<file path="config.mk">
export PLATFORM = sky130hd
export DESIGN_NAME = alu_muldiv_seq
export DESIGN_NICKNAME = d
export VERILOG_FILES = /design/src/rtl/alu_muldiv_seq.sv
export SDC_FILE = /design/constraint.sdc
export NUM_CORES = 1
export LEC_CHECK = 0
export CAP_MARGIN = 20
export CORE_MARGIN = 3
export CORE_UTILIZATION = 45
export DETAILED_ROUTE_END_ITERATION = 16
export HOLD_SLACK_MARGIN = 0.06
export PLACE_DENSITY = 0.69
export SLEW_MARGIN = 20
export SYNTH_ARGS = -nofsm -noshare
export SYNTH_HDL_FRONTEND = slang
export SYNTH_SLANG_ARGS = --single-unit
</file>
<file path="constraint.sdc">
create_clock -name clk -period 7.6 [get_ports clk]
set_clock_uncertainty 0.05 [all_clocks]
set_input_delay 1.52 -clock clk [delete_from_list [all_inputs] [get_ports clk]]
set_output_delay 1.52 -clock clk [all_outputs]
set_load 0.01 [all_outputs]
</file>
<file path="src/rtl/alu_muldiv_seq.sv">
// alu_muldiv_seq: iterative RV32M multiply/divide sequencer.
// Uses shift-add multiply and restoring divide, one step per granted cycle
// on the shared ALU adder.
// Optional build macro MULDIV_ZERO_SKIP_EN: multiplies with a zero operand
// finish one edge after accept instead of iterating.
//
// state | meaning
// IDLE  | ready for a new op
// ITER  | one multiply/divide step per granted adder cycle
// FIX   | sign correction and result select
// DONE  | result presented until consumed
module alu_muldiv_seq #(
   parameter int W     = 32,
   parameter int CNT_W = 6
) (
   input  logic           clk,
   input  logic           rst,
   input  logic           flush,
   input  logic           req_valid,
   output logic           req_ready,
   input  logic [2:0]     req_op,
   input  logic [W-1:0]   req_lhs,
   input  logic [W-1:0]   req_rhs,
   output logic           resp_valid,
   input  logic           resp_ready,
   output logic [W-1:0]   resp_data,
   output logic           busy,
   output logic           alu_req,
   input  logic           alu_gnt,
   output logic [W+1:0]   alu_lhs,
   output logic [W+1:0]   alu_rhs,
   output logic           alu_inv_rhs,
   input  logic [W+1:0]   alu_sum
);

   typedef enum logic [1:0] {IDLE, ITER, FIX, DONE} state_t;

   state_t           state;
   logic [2:0]       op;
   logic [W-1:0]     hi;     // product high half / partial remainder
   logic [W-1:0]     lo;     // multiplier shifting out / dividend shifting into quotient
   logic [W-1:0]     opb;    // multiplicand / divisor magnitude
   logic             sign;   // final result must be negated
   logic [CNT_W-1:0] cnt;

   logic             lhs_signed, rhs_signed, sa, sb, res_sign;
   logic [W-1:0]     lhs_mag, rhs_mag;
   logic             special;
   logic [W-1:0]     special_data;
   logic [W-1:0]     hi_n, lo_n;
   logic [W:0]       mul_acc;
   logic [2*W-1:0]   prod_fix;
   logic [W-1:0]     q_fix, r_fix, fix_data;

   assign req_ready = (state == IDLE);

   // Operand magnitudes and result sign, decoded from the offered request
   always_comb begin
      lhs_signed = (req_op == 3'd1) || (req_op == 3'd2) || (req_op == 3'd4) || (req_op == 3'd6);
      rhs_signed = (req_op == 3'd1) || (req_op == 3'd4) || (req_op == 3'd6);
      sa         = lhs_signed & req_lhs[W-1];
      sb         = rhs_signed & req_rhs[W-1];
      lhs_mag    = sa ? -req_lhs : req_lhs;
      rhs_mag    = sb ? -req_rhs : req_rhs;
      case (req_op)
         3'd1, 3'd4: res_sign = sa ^ sb;
         3'd2, 3'd6: res_sign = sa;
         default:    res_sign = 1'b0;
      endcase
   end

   // Cases answered directly at accept without iterating
   always_comb begin
      special      = 1'b0;
      special_data = '0;
      if (req_op[2] && (req_rhs == '0)) begin
         special      = 1'b1;
         special_data = req_op[1] ? req_lhs : '1;
      end else if (!req_op[0] && req_op[2] && (req_lhs == {1'b1, {(W-1){1'b0}}}) && (&req_rhs)) begin
         special      = 1'b1;
         special_data = req_op[1] ? '0 : req_lhs;
      end
`ifdef MULDIV_ZERO_SKIP_EN
      else if (!req_op[2] && ((req_lhs == '0) || (req_rhs == '0))) begin
         special      = 1'b1;
         special_data = '0;
      end
`endif
   end

   // Adder operands and the next iteration step
   always_comb begin
      mul_acc = lo[0] ? alu_sum[W:0] : {1'b0, hi};
      if (!op[2]) begin
         alu_lhs     = {2'b00, hi};
         alu_rhs     = {2'b00, opb};
         alu_inv_rhs = 1'b0;
         hi_n        = mul_acc[W:1];
         lo_n        = {mul_acc[0], lo[W-1:1]};
      end else begin
         // shifted remainder is W+1 bits so large divisors cannot overflow it
         alu_lhs     = {1'b0, hi, lo[W-1]};
         alu_rhs     = {2'b00, opb};
         alu_inv_rhs = 1'b1;
         if (!alu_sum[W+1]) begin
            hi_n = alu_sum[W-1:0];
            lo_n = {lo[W-2:0], 1'b1};
         end else begin
            hi_n = {hi[W-2:0], lo[W-1]};
            lo_n = {lo[W-2:0], 1'b0};
         end
      end
   end

   // Sign fix-up and result selection
   always_comb begin
      prod_fix = sign ? -{hi, lo} : {hi, lo};
      q_fix    = sign ? -lo : lo;
      r_fix    = sign ? -hi : hi;
      case (op)
         3'd0:             fix_data = prod_fix[W-1:0];
         3'd1, 3'd2, 3'd3: fix_data = prod_fix[2*W-1:W];
         3'd4, 3'd5:       fix_data = q_fix;
         default:          fix_data = r_fix;
      endcase
   end

   // Sequencer state and registered outputs
   always_ff @(posedge clk) begin
      if (rst) begin
         state      <= IDLE;
         op         <= '0;
         hi         <= '0;
         lo         <= '0;
         opb        <= '0;
         sign       <= 1'b0;
         cnt        <= '0;
         resp_valid <= 1'b0;
         resp_data  <= '0;
         busy       <= 1'b0;
         alu_req    <= 1'b0;
      end else if (flush) begin
         state      <= IDLE;
         resp_valid <= 1'b0;
         busy       <= 1'b0;
         alu_req    <= 1'b0;
      end else begin
         case (state)
            IDLE: begin
               if (req_valid) begin
                  op   <= req_op;
                  sign <= res_sign;
                  busy <= 1'b1;
                  cnt  <= CNT_W'(W);
                  if (special) begin
                     resp_data  <= special_data;
                     resp_valid <= 1'b1;
                     state      <= DONE;
                  end else begin
                     hi      <= '0;
                     lo      <= req_op[2] ? lhs_mag : rhs_mag;
                     opb     <= req_op[2] ? rhs_mag : lhs_mag;
                     alu_req <= 1'b1;
                     state   <= ITER;
                  end
               end
            end
            ITER: begin
               if (alu_gnt) begin
                  hi  <= hi_n;
                  lo  <= lo_n;
                  cnt <= cnt - CNT_W'(1);
                  if (cnt == CNT_W'(1)) begin
                     alu_req <= 1'b0;
                     state   <= FIX;
                  end
               end
            end
            FIX: begin
               resp_data  <= fix_data;
               resp_valid <= 1'b1;
               state      <= DONE;
            end
            DONE: begin
               if (resp_ready) begin
                  resp_valid <= 1'b0;
                  busy       <= 1'b0;
                  state      <= IDLE;
               end
            end
            default: state <= IDLE;
         endcase
      end
   end

endmodule

</file>
==> results.sh <==
export IMPL_status="finished, final reports clean"
export IMPL_fmax_mhz=195
export IMPL_htreeDepth=4
export IMPL_yosys_area_share_simple=0.237
export IMPL_dp_hpwl_um=40200
export IMPL_first_iter_violations=1720
export IMPL_fin_crit_sh=0.676
export IMPL_synth_fa_ha_area_frac=0.0108
export IMPL_cts_resized=0
export IMPL_wl_per_cell_um=24.7
export IMPL_finalHoldViolations=0
export IMPL_cts_path_max_buffers=2
export IMPL_drive_gt1_frac=0.0818
export IMPL_final_nets=1964
export IMPL_synth_xor_area_frac=0.0735
export IMPL_synth_common_cells="193 x nand2_1, 173 x a21oi_1, 169 x clkbuf_1"
export IMPL_synth_most_common_cell="nand2_1"
export IMPL_rsz0062_at_grt="false"
export IMPL_max_vdd_ir_drop_v=0.000121
export IMPL_crit_type="in2reg"
export IMPL_yosysSeqAreaShare=0.225
export IMPL_rows=60
export IMPL_synth_edf_count=0
export IMPL_place_congestion=1.03
export IMPL_synth_area_mm2=0.0127
export IMPL_cts_tree="built"
export IMPL_ctsHoldBuffers=0
export IMPL_clkSinkCount=143
export IMPL_drt_wl_total_um=55200
export IMPL_track_usage=0.348
export IMPL_dieArea_mm2=0.0304
export IMPL_period_needed_ps=5140
export IMPL_utilization=0.560
export IMPL_setup_tns_ps=0
export IMPL_hold_ws_ps=405
export IMPL_muxShareOfSynthArea=0.103
export IMPL_root_buffer="clkbuf_16"
export IMPL_synthArstFlopShare=0
export IMPL_setup_violations=0
export IMPL_grt_antenna_before_repair=2
export IMPL_critPathCaptureType="register"
export IMPL_numCtsBuffers=17
export IMPL_chipWidth_um=174
export IMPL_multiInputGateArea_mm2=0.00905
export IMPL_cp_start_kind="input pin"
export IMPL_p_per_area_mw_per_mm2=161
export IMPL_drc_errors=0
export IMPL_grt_pass1_vias=13200
export IMPL_initial_utilization=0.465
export IMPL_critPathMaxFanout=50
export IMPL_p_leak_uw=0.00532
export IMPL_clock_latency_ps=440
export IMPL_setup_slack_ps=2460
export IMPL_cp_required_ps=7890
export IMPL_yosysTopAreaCell="dfxtp_1"
export IMPL_grt_pass1_wl_um=83100
export IMPL_syn_inst=1782
export IMPL_synth_top_family_by_area="compound AO/OA/AOI/OAI gates"
export IMPL_syn2layout_area_growth_pct=20.5
export IMPL_final_antenna_net_count=0
export IMPL_cts_setup_buffers=0
export IMPL_yosys_warnings=0
export IMPL_port_buffers=208
export IMPL_report_final_slew_viol_count=0
export IMPL_synth_top_cell_area_share=0.225
export IMPL_tightest_slew_ps=1130
export IMPL_firstDrtPassIters=5
export IMPL_pin_count=212
export IMPL_syn_area_per_cell_um2=7.15
export IMPL_cap_violations=0
export IMPL_worstPathArrival_ps=5430
export IMPL_grt_ovfl_total=0
export IMPL_seqCellArea_mm2=0.00287
export IMPL_n_fill_cell=2636
export IMPL_die_h_um=174
export IMPL_slew_headroom=0.249
export IMPL_core_area_mm2=0.0274
export IMPL_routed_via_density=6.50
export IMPL_ys_ff_latch=143
export IMPL_hp_class="reg2reg"
export IMPL_synth_area_top_cells="dfxtp_1 22%, a21oi_1 6.8%, mux2i_1 6.3%, nand2_1 5.7%, o21ai_0 5.0%"
export IMPL_synth_compound_area_frac=0.284
export IMPL_num_vias=14500
export IMPL_ys_types=84
export IMPL_rrSetupSlack_ps=3380
export IMPL_pre_cts_slack_ps=1910
export IMPL_grt_max_degree=106
export IMPL_cts_clk_slew_worst_paths_ps=80
export IMPL_synth_main_ff_cell="dfxtp_1"
==> per-layer routing <==
| metal | routed length [um] | part of all wire | GRT usage |
|---|---|---|---|
| met3 | 4870 | 0.088 | 0.0769 |
| met2 | 24500 | 0.44 | 0.531 |
| met1 | 23400 | 0.42 | 0.475 |
| met4 | 2370 | 0.043 | 0.144 |
| met5 | 24 | 0.00043 | 0 |
==> per-stage QoR <==
stage / area (um^2) / total power, uW / instances
floorplan: 12800 / 1300 / 1784
global placement: 14700 / 1590 / 2198
detailed placement: 14700 / 1590 / 2198
CTS: 15300 / 2460 / 2230
global route: 15400 / 2570 / 2231
finish: 15400 / 2480 / 2232
==> critical path: stages <==
cell             delay [ps]
clkdlybuf4s50_1         560
inv_1                   120
ha_1                    160
or4b_2                  620
nor2_1                  600
nand4_1                 380
o21ai_1                 260
buf_4                   240
a21o_1                  130
buf_4                   490
nor2_1                  110
a211oi_1                230
==> layout by cell type, fill, tap and decap left out, types with 44 or more instances in the layout <==
| cell type | count |
|---|---|
| mux2_2 | 45 |
| nor2_1 | 116 |
| o21ai_0 | 127 |
| nand3_1 | 64 |
| a21oi_1 | 172 |
| mux2i_1 | 80 |
| xnor2_1 | 57 |
| clkdlybuf4s50_1 | 205 |
| xor2_1 | 50 |
| nand2_1 | 193 |
| a31oi_1 | 44 |
| dfxtp_1 | 140 |
==> state kept, by name, indices dropped and copies added (netlist names) <==
signal,flops
state,2
busy,1
lo,32
alu_req,1
resp_data,32
op,3
cnt,6
resp_valid,1
opb,32
sign,1
hi,32
==> power breakdown <==
| group | leakage (uW) | internal (uW) | total (uW) | switching (uW) |
|---|---|---|---|---|
| combinational | 0.00388 | 283 | 755 | 472 |
| clock | 0.000276 | 442 | 878 | 436 |
| sequential | 0.00117 | 788 | 844 | 55.5 |
==> final timing paths <==
check | cells past startpoint | endpoint | from
max reg2reg | 7 | resp_data[27] | lo[16]
max | 12 | lo[0] | req_rhs[0]
min | 2 | opb[17] | opb[17]
min reg2reg | 2 | opb[17] | opb[17]
==> kinds of logic (layout without fill, tap and decap cells) <==
family,count (synthesis),count (layout)
xor+xnor,107,107
flops,143,143
buf+inv,218,293
fa+ha+maj,11,11
simple gates,609,609
mux,125,125
compound gates,568,568
other cells,1,4
==> cell type report <==
class / count / share of cell area
Sequential cell: 143 / 0.187
Clock buffer: 17 / 0.0277
Antenna cell: 1 / 0.000163
Clock inverter: 15 / 0.0112
Tap cell: 372 / 0.0303
Inverter: 28 / 0.00684
Multi-Input combinational cell: 1423 / 0.590
Timing Repair Buffer: 233 / 0.147
Power figures use the tool's default switching activity.
